[config.mk]
export PLATFORM = sky130hd
export DESIGN_NAME = generador_ficha_param
export DESIGN_NICKNAME = d
export VERILOG_FILES = /design/src/rtl/generador_ficha_param.sv
export SDC_FILE = /design/constraint.sdc
export NUM_CORES = 2
export LEC_CHECK = 0
export CAP_MARGIN = 20
export CORE_AREA = 2 2 416 418
export DETAILED_ROUTE_END_ITERATION = 8
export DIE_AREA = 0 0 418 420
export PLACE_DENSITY = 0.47
export SLEW_MARGIN = 20
export SYNTH_ARGS = -nofsm -noshare
export SYNTH_HDL_FRONTEND = slang
export SYNTH_SLANG_ARGS = --single-unit
[constraint.sdc]
create_clock -name clk -period 5.25 [get_ports clk]
set_input_delay 0.525 -clock clk [delete_from_list [all_inputs] [get_ports clk]]
set_output_delay 0.525 -clock clk [all_outputs]
set_load 0.05 [all_outputs]
[src/rtl/generador_ficha_param.sv]
// ----------------------------------------------------------------------------
// generador_ficha_param
//
// Tile-spawn stage for an N x N 2048 board. After each move the caller
// presents the resulting board and pulses start. The block scans for an empty
// cell, beginning at a pseudo-random index and wrapping around, and writes a
// new tile (2 or 4) into the first empty cell it finds. The random source is
// an internal free-running Galois LFSR that can be reseeded at any time.
//
// Ports
//   clk          system clock, rising edge
//   rst_n        asynchronous reset, active low
//   start        spawn request, sampled only while idle
//   modo         0 = spawn a tile, 1 = pass the board through unchanged
//   semilla_wr   load semilla into the LFSR this cycle
//   semilla      new seed (zero is replaced by SEED)
//   tablero_in   board after the move, [row][col] of CELL_W-bit cells
//   tablero_out  resulting board, held until the next accepted start
//   ocupado      high while scanning (cycle after start up to listo)
//   listo        one-cycle done pulse
//   lleno        valid with listo: board had no empty cell
//   pos_fila     row of the placed tile, valid with listo when lleno=0
//   pos_col      column of the placed tile, valid with listo when lleno=0
// ----------------------------------------------------------------------------
module generador_ficha_param #(
    parameter int                N      = 4,
    parameter int                CELL_W = 32,
    parameter int                LFSR_W = 16,
    parameter logic [LFSR_W-1:0] TAPS   = 16'hB400,
    parameter logic [LFSR_W-1:0] SEED   = 16'hACE1,
    parameter int                P4_NUM = 1
) (
    input  logic                                 clk,
    input  logic                                 rst_n,
    input  logic                                 start,
    input  logic                                 modo,
    input  logic                                 semilla_wr,
    input  logic [LFSR_W-1:0]                    semilla,
    input  logic [N-1:0][N-1:0][CELL_W-1:0]      tablero_in,
    output logic [N-1:0][N-1:0][CELL_W-1:0]      tablero_out,
    output logic                                 ocupado,
    output logic                                 listo,
    output logic                                 lleno,
    output logic [((N > 1) ? $clog2(N) : 1)-1:0] pos_fila,
    output logic [((N > 1) ? $clog2(N) : 1)-1:0] pos_col
);

    localparam int NN     = N * N;
    localparam int IDX_W  = (NN > 1) ? $clog2(NN) : 1;
    localparam int POS_W  = (N > 1) ? $clog2(N) : 1;
    localparam int K_W    = $clog2(NN + 1);
    localparam int PROD_W = LFSR_W + IDX_W;

    // Flat view of the board: cell [row][col] sits at linear index row*N+col,
    // which is exactly how the packed [N][N] port lays out its bits.
    typedef logic [NN-1:0][CELL_W-1:0] board_t;

    typedef enum logic [1:0] {
        ST_IDLE = 2'd0,
        ST_SCAN = 2'd1,
        ST_DONE = 2'd2
    } state_t;

    state_t                 state_reg;
    logic [LFSR_W-1:0]      lfsr_reg;
    logic [LFSR_W-1:0]      lfsr_next;
    board_t                 work_reg;
    board_t                 out_reg;
    board_t                 in_board;
    board_t                 placed_board;
    logic [IDX_W-1:0]       idx_reg;
    logic [IDX_W-1:0]       idx_next;
    logic [IDX_W-1:0]       start_idx;
    logic [PROD_W-1:0]      start_prod;
    logic [K_W-1:0]         k_reg;
    logic [CELL_W-1:0]      tile_reg;
    logic [CELL_W-1:0]      tile_next;
    logic                   probe_empty;
    logic                   listo_reg;
    logic                   ocupado_reg;
    logic                   lleno_reg;
    logic [POS_W-1:0]       fila_reg;
    logic [POS_W-1:0]       col_reg;

    assign in_board = tablero_in;

    // LFSR runs in every state; a seed write wins over the shift, and a zero
    // seed would lock the register so it is replaced by SEED.
    always_comb begin
        lfsr_next = lfsr_reg >> 1;
        if (semilla_wr) begin
            lfsr_next = (semilla == '0) ? SEED : semilla;
        end else if (lfsr_reg[0]) begin
            lfsr_next = (lfsr_reg >> 1) ^ TAPS;
        end
    end

    // Start index scales the snapshot uniformly onto 0..NN-1.
    assign start_prod = PROD_W'(lfsr_reg) * PROD_W'(NN);
    assign start_idx  = IDX_W'(start_prod >> LFSR_W);

    // Tile value is decided from the same snapshot taken at accept time.
    assign tile_next = ({1'b0, lfsr_reg[3:0]} < 5'(P4_NUM)) ? CELL_W'(4) : CELL_W'(2);

    assign probe_empty = (work_reg[idx_reg] == '0);
    assign idx_next    = (idx_reg == IDX_W'(NN - 1)) ? '0 : idx_reg + 1'b1;

    // Work board with the tile dropped into the currently probed cell.
    genvar gi;
    generate
        for (gi = 0; gi < NN; gi++) begin : g_place
            assign placed_board[gi] = (idx_reg == IDX_W'(gi)) ? tile_reg : work_reg[gi];
        end
    endgenerate

    // Outputs for the done cycle are loaded on the edge that enters DONE, so
    // listo, lleno, position and tablero_out all become valid together.
    always_ff @(posedge clk or negedge rst_n) begin
        if (!rst_n) begin
            state_reg   <= ST_IDLE;
            lfsr_reg    <= SEED;
            work_reg    <= '0;
            out_reg     <= '0;
            idx_reg     <= '0;
            k_reg       <= '0;
            tile_reg    <= '0;
            listo_reg   <= 1'b0;
            ocupado_reg <= 1'b0;
            lleno_reg   <= 1'b0;
            fila_reg    <= '0;
            col_reg     <= '0;
        end else begin
            lfsr_reg  <= lfsr_next;
            listo_reg <= 1'b0;
            case (state_reg)
                ST_IDLE: begin
                    if (start) begin
                        work_reg <= in_board;
                        tile_reg <= tile_next;
                        idx_reg  <= start_idx;
                        k_reg    <= '0;
                        if (modo) begin
                            out_reg   <= in_board;
                            lleno_reg <= 1'b0;
                            listo_reg <= 1'b1;
                            state_reg <= ST_DONE;
                        end else begin
                            ocupado_reg <= 1'b1;
                            state_reg   <= ST_SCAN;
                        end
                    end
                end
                ST_SCAN: begin
                    if (probe_empty) begin
                        out_reg     <= placed_board;
                        fila_reg    <= POS_W'(idx_reg / IDX_W'(N));
                        col_reg     <= POS_W'(idx_reg % IDX_W'(N));
                        lleno_reg   <= 1'b0;
                        listo_reg   <= 1'b1;
                        ocupado_reg <= 1'b0;
                        state_reg   <= ST_DONE;
                    end else if (k_reg == K_W'(NN - 1)) begin
                        // Every cell probed and occupied: hand back the board as is.
                        out_reg     <= work_reg;
                        lleno_reg   <= 1'b1;
                        listo_reg   <= 1'b1;
                        ocupado_reg <= 1'b0;
                        state_reg   <= ST_DONE;
                    end else begin
                        idx_reg <= idx_next;
                        k_reg   <= k_reg + 1'b1;
                    end
                end
                ST_DONE: begin
                    state_reg <= ST_IDLE;
                end
                default: begin
                    state_reg <= ST_IDLE;
                end
            endcase
        end
    end

    assign tablero_out = out_reg;
    assign ocupado     = ocupado_reg;
    assign listo       = listo_reg;
    assign lleno       = lleno_reg;
    assign pos_fila    = fila_reg;
    assign pos_col     = col_reg;

endmodule

-- After elaboration in Yosys (flattened, before gate mapping)
Index checks and enable logic that the tools add are counted.
- register bits after elaboration: 1090
- input port bits: 533
- output and inout port bits: 519
- logic and storage cells: 137
- $add $sub $neg: 2
- order comparisons: 2
- equality and inequality tests: 23
- mux-type cells: 56
- bitwise logic cells: 1
- reduce and logical (&&, ||, !) cells: 11
- operators by type and width (kind ; count):
    512-bit 2-to-1 mux ; 4
    512-bit one-hot mux with 2 select lines ; 1
    32-bit 2-to-1 mux ; 17
    32-bit binary-select mux with 4-bit select ; 1
    16-bit 2-to-1 mux ; 3
    4-bit equality test, second input constant ; 8
    32-bit zero test ; 1
    4-bit by 3-bit equality test with 1-bit output, second input constant ; 4
    16-bit zero test ; 1
    4-bit 2-to-1 mux ; 4
    5-bit 2-to-1 mux ; 3
    1-bit 2-to-1 mux ; 12
    4-bit AND reduction ; 3
    2-bit != test, second input constant ; 5
    5-bit one-hot mux with 2 select lines ; 1
    4-bit by 2-bit equality test with 1-bit output, second input constant ; 2
    2-bit 2-to-1 mux ; 4
    4-bit one-hot mux with 2 select lines ; 1
    1-bit one-hot mux with 2 select lines ; 3
    2-bit AND reduction ; 3
    5-bit by 1-bit adder with 5-bit output, second input constant ; 1
    5-bit by 4-bit equality test with 1-bit output, second input constant ; 1
    4-bit by 5-bit < comparator with 1-bit output, second input constant ; 1
    4-bit by 1-bit adder with 4-bit output, second input constant ; 1
    other kinds (10) ; 10

-- Logic depth before layout (Yosys ltp)
- depth after elaboration: 5
- mapped depth: 17
- gate-level depth less buffers: 9

-- Worst setup path after synthesis
Ideal clock, no wire load.
- path kind: register -> register
- from: reg work_reg[454] (netlist name)
- to: reg col_reg[0], in the netlist pos_col[0]
- setup time: 125 ps
- arrival time: 3124 ps
- data required time: 5125 ps
- setup slack: 2001 ps
- stages on the path, launching flop included: 12
- path buffers: 2
- period minus slack after synthesis: 3249 ps
- cell sequence: dfrtp_1 > or4_1 > or4_1 > or4_1 > a41oi_2 > a211o_1 > and4_1 > buf_4 > buf_6 > nand3_2 > or3b_4 > mux2_4
- longest elaborated chain between the ends: 4
- ends and longest elaborated chain (what ; line ; RTL):
    from (decl) ; 67 ; board_t work_reg;
    from (signal assigned) ; 138 ; work_reg <= in_board;
    32-bit binary-select mux with 4-bit select ; 105 ; assign probe_empty = (work_reg[idx_reg] == '0);
    32-bit 2-to-1 mux (implied by the code) ; 105 ;
    32-bit zero test ; 105 ;
    2-bit AND reduction (no source line) ; - ;
    to (signal assigned) ; 157 ; col_reg <= POS_W'(idx_reg % IDX_W'(N));
    to (decl) ; 83 ; logic [POS_W-1:0] col_reg;
No other way between the ends. The select of a mux whose other input is x is not followed.
A chain may end at the register's enable or synchronous reset.

-- Worst setup path after layout
- from: reg idx_reg[1]
- to: reg out_reg (netlist bit tablero_out[3])
- longest elaborated chain between the ends: 5
- elaborated cells between the ends (all ways): 9
- classes of those cells: eq/ne (1); mux (5); reduce/logical (3)
- ends and longest elaborated chain (what ; line ; RTL):
    from (decl) ; 71 ; logic [IDX_W-1:0] idx_reg;
    from (signal assigned) ; 140 ; idx_reg <= start_idx;
    from (signal assigned) ; 170 ; idx_reg <= idx_next;
    32-bit binary-select mux with 4-bit select ; 105 ;
    32-bit 2-to-1 mux (implied by the code) ; 105 ;
    32-bit zero test ; 105 ;
    3-bit != test (no source line) or 512-bit 2-to-1 mux (tied branches) ; - ;
    4-bit AND reduction (no source line) or 512-bit one-hot mux with 2 select lines (tied branches) ; - ;
    to (signal assigned) ; 143 ; out_reg <= in_board;
    to (signal assigned) ; 155 ; out_reg <= placed_board;
    to (signal assigned) ; 164 ; out_reg <= work_reg;
    to (decl) ; 68 ; board_t out_reg;
Parallel ways exist; a longest one is shown, timed or not. The select of a mux whose other input is x is not followed.

==> results.sh <==
export IMPL_status="finished clean"
export IMPL_globalRouteOverflowTotal=0
export IMPL_dp_hpwl_mm=166
export IMPL_synth_edf_count=0
export IMPL_critPathArrivalTime_ps=5550
export IMPL_num_rows=152
export IMPL_fillers=17300
export IMPL_report_final_hold_viol_count=0
export IMPL_die_area_sq_um=176000
export IMPL_synth_cell_types=70
export IMPL_synthSimpleGateAreaFrac_pct=20.5
export IMPL_peakVddDrop_v=0.000305
export IMPL_routed_wl_mm=230
export IMPL_async_reset_ff_share_pct=100
export IMPL_synth_top_family_by_area="simple AND/OR/NAND/NOR gates"
export IMPL_dr_pass1_iters=5
export IMPL_clockBufferDepth=3
export IMPL_path_delay_family="compound AO/OA/AOI/OAI gates"
export IMPL_regArea_sq_um=26500
export IMPL_vias=42000
export IMPL_worst_pin_slew_ps=1130
export IMPL_core_sq_um=171000
export IMPL_syn_inst=5075
export IMPL_dr_max_layer_used="met5"
export IMPL_drt_iter0_markers=3592
export IMPL_startpoint_type="flip-flop"
export IMPL_p_leak_nw=28.9
export IMPL_fin_util_pct=37.2
export IMPL_rsz0062_at_grt="false"
export IMPL_drive_gt1_share_pct=6.49
export IMPL_synth_compound_gate_area_share_pct=16.5
export IMPL_synthAdderAreaFrac_pct=0.163
export IMPL_nets=6529
export IMPL_initial_core_util_pct=26.9
export IMPL_wl_met2_mm=114
export IMPL_crit_path_frequent_cell="buf_12"
export IMPL_drc=0
export IMPL_met3_length_mm=11.5
export IMPL_end_kind="flip-flop"
export IMPL_ios=1052
export IMPL_post_cts_setup_buffer_count=0
export IMPL_synthXorXnorAreaFrac_pct=0.0572
export IMPL_multi_input_area_sq_um=18100
export IMPL_cp_max_fo=168
export IMPL_grt_antenna_before_repair=74
export IMPL_ys_ff_latch=1060
export IMPL_ys_flop_type="dfrtp_1"
export IMPL_syn2layout_area_growth_pct=38.6
export IMPL_synth_area_per_cell_sq_um=9.05
export IMPL_vias_per_cell=5.02
export IMPL_wl_met1_mm=96.3
export IMPL_cts_sinks=1060
export IMPL_slowest_stage="a2111oi_1"
export IMPL_cts_buffers=132
export IMPL_fin_tns_setup_ps=0
export IMPL_cpPeakStageDelay_ps=970
export IMPL_yosysSeqAreaShare_pct=57.8
export IMPL_hold_path_class="primary input to flip-flop"
export IMPL_die_w_um=418
export IMPL_cp_data_required_time_ps=5860
export IMPL_crit_buf_inv=5
export IMPL_final_common_cell="nand2_1"
export IMPL_grtUsageTotal_pct=25.5
export IMPL_cts_tree="built"
export IMPL_gp_congestion=0.873
export IMPL_p_per_area_nw_per_um2=746
export IMPL_worstPathCellList="buf_12, buf_4, nor3_1, a21oi_1, a21o_1, a2111oi_1, o32a_1, and4_4, buf_12, a31oi_4, buf_4, buf_12, nand2_1, o21ai_0"
export IMPL_avgRoutedWirePerCell_um=27.5
export IMPL_root_buffer="clkbuf_16"
export IMPL_fmax_mhz=202
export IMPL_worstSetupPathType="flip-flop to flip-flop"
export IMPL_finClkSkew_ps=27.7
export IMPL_cap_violations=0
export IMPL_portBuffers=1051
export IMPL_ys_warn_count=0
export IMPL_grt_pass1_vias=40900
export IMPL_relSlewSlack_pct=24.4
export IMPL_die_h_um=420
export IMPL_grt_max_degree=193
export IMPL_slew_viol_final=0
export IMPL_cts_htree_levels=4
export IMPL_finalSetupViolCount=0
export IMPL_period_minus_slack_ps=4940
export IMPL_synthMuxAreaShare_pct=1.51
export IMPL_final_cell_mix="2,068 x nand2_1, 1,050 x clkdlybuf4s50_1, 1,049 x dfrtp_1"
export IMPL_clkSlewWorstSetupHoldPaths_ps=60
export IMPL_grt_pass1_wl_mm=321
export IMPL_syn_nets=5614
export IMPL_syn_area_sq_um=45900
export IMPL_fin_crit_sh_pct=94.1
export IMPL_ant_nets=0
export IMPL_insertion_delay_ps=770
-- logic make-up after synthesis --
logic type,count (synthesis)
adder cells (fa/ha/maj),6
buffers and inverters,397
AND/OR/NAND/NOR,2368
flip-flops,1060
XOR/XNOR,3
AO/OA/AOI/OAI,1182
multiplexers,59
-- cells in the mapped netlist, types with 11 or more instances --
cell,number,share of area (%)
nand2_1,2069,17
dfrtp_1,1052,57
a22oi_1,497,8.1
o21ai_0,487,5.3
clkbuf_1,304,2.5
nor3_1,79,0.86
buf_2,72,0.78
nor2_1,66,0.54
nor4_1,37,0.50
a21oi_1,34,0.37
mux2i_1,34,0.74
o21ai_1,27,0.29
nand3_1,23,0.25
or4_1,23,0.38
o211ai_1,18,0.29
mux2_2,16,0.39
or3_1,16,0.22
a211oi_1,15,0.25
and3_1,12,0.16
o22ai_1,12,0.16
o311ai_0,12,0.23
a31oi_1,11,0.15
o31ai_1,11,0.18
-- worst min-delay path, cell delays in order --
cell	delay, ps
clkdlybuf4s50_1	420
nand2_1	60
nand2_1	40
-- metrics by stage --
step / setup slack [ps] / hold slack [ps] / cells / area (sq um) / total power, W
floorplan: 2000 / 229 / 5075 / 45900 / 0.0276
global placement: 345 / 457 / 8087 / 59200 / 0.0384
detailed placement: 370 / 463 / 8087 / 59200 / 0.0386
CTS: 349 / 249 / 8322 / 63500 / 0.0479
global route: 87.3 / 291 / 8362 / 63600 / 0.0500
finish: 307 / 311 / 8366 / 63700 / 0.0475
-- path summary, 6_finish.rpt --
check | slack (ps) | depth (start not counted) | start | end
max | 310 | 14 | idx_reg[1]$_DFFE_PN0P_ | tablero_out[3]$_DFFE_PN0P_
max reg2reg | 310 | 14 | idx_reg[1]$_DFFE_PN0P_ | tablero_out[3]$_DFFE_PN0P_
min in group asynchronous | 370 | 2 | rst_n | tablero_out[152]$_DFFE_PN0P_
max in group asynchronous | 3340 | 3 | rst_n | tablero_out[4]$_DFFE_PN0P_
min | 310 | 3 | tablero_in[33] | work_reg[33]$_DFFE_PN0P_
min reg2reg | 470 | 1 | k_reg[3]$_DFFE_PN0P_ | k_reg[3]$_DFFE_PN0P_
-- metal layers --
metal / vias up / global-route usage (%)
met3: 349 / 4.75
li1: 19200 / -
met1: 21100 / 32.5
met4: 22 / 11.0
met5: - / 0
met2: 1302 / 42.2
-- final cells by class --
cell class	count	share of cell area [%]
repair buffers	1173	18.5
well taps	2233	4.39
diodes	43	0.169
multi-input cells	3618	28.4
clock buffers	202	6.26
inverters	5	0.0295
clock inverters	32	0.482
flip-flops and latches	1060	41.7
-- timing repair --
item | CTS | global route
hold buffers | 1 | 0
resized for setup | 0 | 0
endpoints found under the hold margin | 57 | 0
-- power breakdown --
| part | leakage, nW | total, W | internal [W] | switching [W] |
|---|---|---|---|---|
| Clock | 2.11 | 0.00920 | 0.00538 | 0.00382 |
| Combinational | 13.5 | 0.0232 | 0.00708 | 0.0162 |
| Sequential | 13.2 | 0.0151 | 0.0118 | 0.00321 |
Note: power is estimated with default switching activity, not from simulation.
